$ cat config.mk
export PLATFORM = sky130hd
export DESIGN_NAME = chip8_fetch
export DESIGN_NICKNAME = d
export VERILOG_FILES = /design/src/rtl/chip8_fetch.sv
export SDC_FILE = /design/constraint.sdc
export NUM_CORES = 1
export LEC_CHECK = 0
export CAP_MARGIN = 5
export CORE_ASPECT_RATIO = 1.1
export CORE_MARGIN = 2
export CORE_UTILIZATION = 43
export CTS_BUF_LIST = sky130_fd_sc_hd__clkbuf_8
export DETAILED_ROUTE_END_ITERATION = 16
export PLACE_DENSITY = 0.85
export SYNTH_ARGS = -nofsm -noshare
export SYNTH_HDL_FRONTEND = slang
export SYNTH_SLANG_ARGS = --single-unit
export TNS_END_PERCENT = 5
$ cat constraint.sdc
create_clock -name clk -period 2.1 [get_ports clk]
set_clock_uncertainty 0.05 [all_clocks]
set_input_delay 0.42 -clock clk [delete_from_list [all_inputs] [get_ports clk]]
set_output_delay 0.42 -clock clk [all_outputs]
set_load 0.02 [all_outputs]
$ cat src/rtl/chip8_fetch.sv
// CHIP-8 instruction fetch stage: owns the program counter and reads two
// big-endian opcode bytes from byte-wide program RAM on request.
module chip8_fetch #(
    parameter int                 ADDR_W   = 12,
    parameter logic [ADDR_W-1:0]  RESET_PC = ADDR_W'('h200)
) (
    input  logic              clk,
    input  logic              reset,
    input  logic              fetch_start,
    input  logic              pc_load,
    input  logic [ADDR_W-1:0] pc_load_value,
    input  logic              pc_skip,
    output logic [ADDR_W-1:0] mem_addr,
    output logic              mem_rd,
    input  logic [7:0]        mem_data,
    output logic [15:0]       opcode,
    output logic              opcode_valid,
    output logic [ADDR_W-1:0] pc,
    output logic              busy
);

    typedef enum logic [1:0] {
        IDLE     = 2'd0,
        RD_HI    = 2'd1,
        RD_LO    = 2'd2,
        LATCH_LO = 2'd3
    } state_t;

    state_t            state_q, state_d;
    logic [ADDR_W-1:0] pc_q, pc_d;
    logic [15:0]       opcode_q, opcode_d;
    logic [7:0]        hi_q, hi_d;
    logic              valid_q, valid_d;

    logic [ADDR_W-1:0] pc_plus1;
    logic [ADDR_W-1:0] pc_plus2;

    assign pc_plus1 = pc_q + ADDR_W'(1);
    assign pc_plus2 = pc_q + ADDR_W'(2);

    always_ff @(posedge clk) begin
        if (reset) begin
            state_q  <= IDLE;
            pc_q     <= RESET_PC;
            opcode_q <= 16'h0000;
            hi_q     <= 8'h00;
            valid_q  <= 1'b0;
        end else begin
            state_q  <= state_d;
            pc_q     <= pc_d;
            opcode_q <= opcode_d;
            hi_q     <= hi_d;
            valid_q  <= valid_d;
        end
    end

    always_comb begin
        state_d  = state_q;
        pc_d     = pc_q;
        opcode_d = opcode_q;
        hi_d     = hi_q;
        valid_d  = 1'b0;
        mem_rd   = 1'b0;
        mem_addr = '0;

        unique case (state_q)
            IDLE: begin
                // One request per cycle; lower-priority ones are dropped.
                if (pc_load) begin
                    pc_d = pc_load_value;
                end else if (pc_skip) begin
                    pc_d = pc_plus2;
                end else if (fetch_start) begin
                    state_d = RD_HI;
                end
            end
            RD_HI: begin
                mem_rd   = 1'b1;
                mem_addr = pc_q;
                state_d  = RD_LO;
            end
            RD_LO: begin
                mem_rd   = 1'b1;
                mem_addr = pc_plus1;
                // Hi byte is staged so opcode never shows a half-updated value.
                hi_d     = mem_data;
                state_d  = LATCH_LO;
            end
            LATCH_LO: begin
                opcode_d = {hi_q, mem_data};
                pc_d     = pc_plus2;
                valid_d  = 1'b1;
                state_d  = IDLE;
            end
            default: state_d = IDLE;
        endcase
    end

    assign opcode       = opcode_q;
    assign opcode_valid = valid_q;
    assign pc           = pc_q;
    assign busy         = (state_q != IDLE);

endmodule
After elaboration in Yosys (flattened, before gate mapping)
Cells that the tools add are included.
{ "totals": {"ff_bits": 39, "in_bits": 25, "mem_bits_ro": 0, "latch_bits": 0, "out_inout_bits": 43, "mem_count": 0, "ramBits": 0} }
{ "classes": {"div_mod_pow": 0, "bitwise_logic": 0, "n_shift": 0, "n_eq_ne": 7, "addsub": 2, "order_cmp": 0, "n_reduce_logical": 6, "n_mul": 0, "n_mux": 10} }
{ "op_table": {"columns": ["op", "n"], "rows": [
  ["$pmux 12 s2", 2],
  ["$mux 12", 2],
  ["$add 12x1->12 const B", 1],
  ["$add 12x2->12 const B", 1],
  ["$pmux 2 s4", 1],
  ["$mux 2", 3],
  ["$ne 2x2->1 const B", 3],
  ["$eq 2x2->1 const B", 2],
  ["$reduce_bool 2->1", 2],
  ["$ne 3x3->1 const B", 1],
  ["$reduce_and 3->1", 1],
  ["$eq 2x1->1 const B", 1],
  ["$logic_not 2->1", 1],
  ["$mux 1", 2],
  ["$reduce_and 2->1", 1],
  ["$reduce_or 2->1", 1]
]} }

Longest topological paths before layout
{ "depth": {"depth_word": 4, "mapped_depth": 7, "ltp_nobuf": 6} }

Worst setup path before layout
Ideal clock, no wire load.
{ "synth_timing": {"kind": "register -> output", "start": "reg state_q[0]", "end": "out mem_addr[8]", "stages_incl_launch_ff": 7, "path_slack_ns": -0.210, "required_time_ns": 1.630, "path_buffers": 1, "arrival_ns": 1.840, "path_cell_list": "dfxtp_1 inv_1 ha_1 buf_2 nand2_1 or4_1 nand3_1"} }
{ "synth_between": {"elab_chain_cells": 2, "word_cells_on_any_way": 3, "cone_classes": "eq/ne (2); mux (1)"} }
{ "synth_rtl": {"columns": ["element", "line", "text"], "rows": [
  ["start, declared", "29", "state_t state_q, state_d;"],
  ["start signal, assigned", "49", "state_q <= state_d;"],
  ["$eq 2x2->1 / $eq 2x1->1 (equally long branches)", "66", "unique case (state_q)"],
  ["$pmux 12 s2 (*)", "66", null],
  ["end, declared", "13", "output logic [ADDR_W-1:0] mem_addr,"]
]} }
Every way passes the cells marked *; elsewhere a longest branch is shown, timed or not.

Worst setup path after layout
{ "layout_timing": {"start": "reg pc_q[1], in the netlist pc[1]", "end": "out mem_addr[10]"} }
{ "layout_between": {"elab_chain_cells": 2} }
{ "layout_rtl": {"columns": ["element", "line", "text"], "rows": [
  ["start, declared", "30", "logic [ADDR_W-1:0] pc_q, pc_d;"],
  ["start signal, assigned", "50", "pc_q <= pc_d;"],
  ["$add 12x1->12", "38", "assign pc_plus1 = pc_q + ADDR_W'(1);"],
  ["$pmux 12 s2", "66", null]
]} }
No other way between the ends.

==> results.md <==
* Status: finished, violations left
* Violated checks: negative setup slack
* Worst setup path category: flop to primary output
* Gpl congestion at 0.877
* Slowest CP cell: or4_4
* IO Port Bufs at 67
* Number of CTS-inserted buffers at 5
* Worst R2R Setup Slack at 0.33 ns
* Yosys cell types at 50
* NumNets Final at 382
* Fin crit share at 108%
* Cell Pwr Density at 899 nW/um^2
* Hold Slack at 0.448 ns
* Lkg Pwr at 1.27 nW
* Critical Path RT at 1.63 ns
* EDFF count, synth at 0
* Endpoint type of the worst setup path: primary output
* Max Root-Sink Buffers at 2
* Die H at 78.3 um
* First-pass GRT wire length at 10,000 um
* Largest net degree at the start of global routing at 25
* Final Hold Fails at 0
* Stages on the worst setup path at 6
* Peak fanout along the critical path at 4
* Reg-to-reg startpoint: state_q[0]$_SDFFE_PP0P_
* Reg clk slew, reported paths at 0.08 ns
* Fillcell total at 392
* Fmax at 440 MHz
* Chip width at 71.6 um
* P&R area growth vs syn at 54.1%
* DR iter-0 viols at 241
* Worst Hold Depth at 2
* Routed WL at 6200 um
* Final HPWL DP at 4390 um
* Startpoint types: flop
* Place WS at -0.431 ns
* Post-route insts no fill at 409
* Share of cells above drive strength 1 at 26.5%
* Synthesized area per cell at 8.50 um^2
* Root buf cell: clkbuf_8
* Initial Util at 43.8%
* Endpoints failing setup at 7
* First drt pass iteration count at 4
* WP buf/inv at 1
* Total GRT Usage at 22.0%
* Via count at 2,270
* # diodes at 0
* Synth warn at 0
* Most common cell after layout, fill and taps aside: clkdlybuf4s50_1
* FF-to-FF path depth at 6
* CTS tree: built
* Mapped Cells at 254
* Max rail drop VDD at 0.487 mV
* Via/cell ratio at 5.55
* Die area at 5610 um^2
* Post-route minimum period at 2.27 ns
* Ys async rst share at 0%
* RSZ-0062 raised after global routing: true
* Initial antenna violation count at 0
* Syn Nets at 286
* Max Cap Violations at 0
* Hold Path Class: flop to flop
* Clk Latency, worst-skew pair at 0.29 ns
* Hold buffers post-CTS at 0
* FP Rows at 27
* Wire length per cell at 15.2 um
* Post-synthesis register bit count at 39
* WHS Endpoint: opcode[8]$_SDFFE_PP0P_
* Slowest cell delay on critical path at 0.49 ns
* Critical R2R Capture: pc[11]$_SDFFE_PP0P_
* Grt ovf at 0
* Crit-path leading delay family: simple AND/OR/NAND/NOR gates
* Number of global-route vias before repair at 2,191
* Core ar. at 4930 um^2
* Antenna Nets Post-Route at 0
* Critical-path cell list: ha_4, and3_4, nand3_4, or4_4, nand3_2, buf_6
* Synthesized area at 2160 um^2
* CP arrival at 1.80 ns
* Placed cells at 399
* Slew headroom at 69.1%
* Max Slew Vio Count at 0
* Main synth FF type: dfxtp_1
* Slew @ Worst Pin at 0.464 ns
* Most frequent cells in the layout: clkdlybuf4s50_1, buf_4, dfxtp_1
* Hold_sp: opcode[8]$_SDFFE_PP0P_
* Seq/Total Area, Yosys at 36.2%
* Ports at 68
* DRC Markers at 0
* Setup slack after layout at -0.173 ns
* CTS sink cnt at 39
* H-tree Lvls at 2
## tightest hold or removal path: stages (launching register included)
cell     delay, ns
dfxtp_1       0.33
mux2i_1       0.06
nor2_1        0.07
## worst max-delay path by stage
stage	from	to	slack [ns]
after global placement	pc[1]$_SDFFE_PP0P_	mem_addr[7]	-0.37
after floorplan	state_q[0]$_SDFFE_PP0P_	mem_addr[11]	-0.05
final	pc[1]$_SDFFE_PP0P_	mem_addr[10]	-0.17
after detailed placement	pc[1]$_SDFFE_PP0P_	mem_addr[9]	-0.43
after CTS	pc[1]$_SDFFE_PP0P_	mem_addr[10]	-0.18
after global routing	pc[1]$_SDFFE_PP0P_	mem_addr[10]	-0.26
## what timing repair did
item / in CTS / in global routing
pin swaps: 2 / 5
resized for setup: 74 / 14
endpoints found under the setup margin: 13 / 12
setup buffers: 0 / 2
## power breakdown
group | leakage (nW) | internal (mW) | switching, mW
registers | 0.318 | 0.842 | 0.0871
clock network | 0.0581 | 0.354 | 0.271
logic | 0.895 | 0.679 | 0.760
total | 1.27 | 1.87 | 1.12
## cell families (layout without fill, tap and decap cells)
logic type,after synthesis,in the layout,share of synthesized area (%)
buf+inv,29,126,6.95
compound gates,49,49,14.9
mux,26,26,12.1
simple gates,99,99,23.8
fa+ha+maj,7,7,4.06
flops,39,39,36.2
xor+xnor,5,5,2.03
## cell type report
type | count | area, um^2 | area share [%]
clock buffer | 5 | 68.8 | 2.07
clock inverter | 3 | 43.8 | 1.32
inverter | 6 | 22.5 | 0.677
multi-input combinational | 186 | 1340 | 40.1
sequential | 39 | 788 | 23.7
tap | 58 | 72.6 | 2.18
timing repair buffer | 112 | 997 | 30.0
## registers in the layout (all words and copies together) (netlist names)
register      cells
opcode           16
pc               12
hi_q              8
state_q           2
opcode_valid      1
## cells in the mapped netlist (2+ instances only)
library cell   n  area, um^2
inv_1          6        22.5
nand2_1       15        56.3
nand3_1       16        80.1
o2111ai_1      2        17.5
mux2i_1       26         260
and2_0         2        12.5
dfxtp_1       39         781
nor3_1         2        10.0
nor4_1         2        12.5
a22oi_1        3        22.5
xor2_1         2        17.5
nand4_1        6        37.5
xnor2_1        3        26.3
and3_1         2        12.5
or2_2          2        12.5
nor2b_1        6        37.5
buf_6          2        22.5
nor2_1        30         113
nand2b_1       2        12.5
or4_1          2        15.0
o211ai_1       2        15.0
buf_2          9        45.0
buf_4          4        30.0
a21oi_1       13        65.1
a32oi_1        2        17.5
clkbuf_1       8        30.0
ha_1           7        87.6
a21o_1         2        15.0
a311oi_1       2        17.5
and4_1         2        17.5
o21ai_0       11        55.1
and2_1         4        25.0
## routing by layer
| layer | vias to the layer above | wire length (um) | GRT usage, % |
|---|---|---|---|
| li1 | 1098 | - | - |
| met1 | 1068 | 2340 | 25.2 |
| met2 | 99 | 3210 | 38.7 |
| met3 | 5 | 580 | 6.42 |
| met4 | 0 | 62 | 7.74 |
| met5 | - | 0 | 0 |
## stage by stage
step	area, um^2	utilization [%]	TNS, ns	power (mW)
2_1_floorplan	2190	-	-0.106	1.70
3_3_place_gp	3120	63.3	-2.50	2.23
3_5_place_dp	3120	63.3	-3.01	2.26
4_1_cts	3270	66.2	-0.799	2.94
5_1_grt	3330	67.5	-1.40	3.17
6_report	3330	67.5	-0.723	2.99
Note: power is estimated with default switching activity, not from simulation.
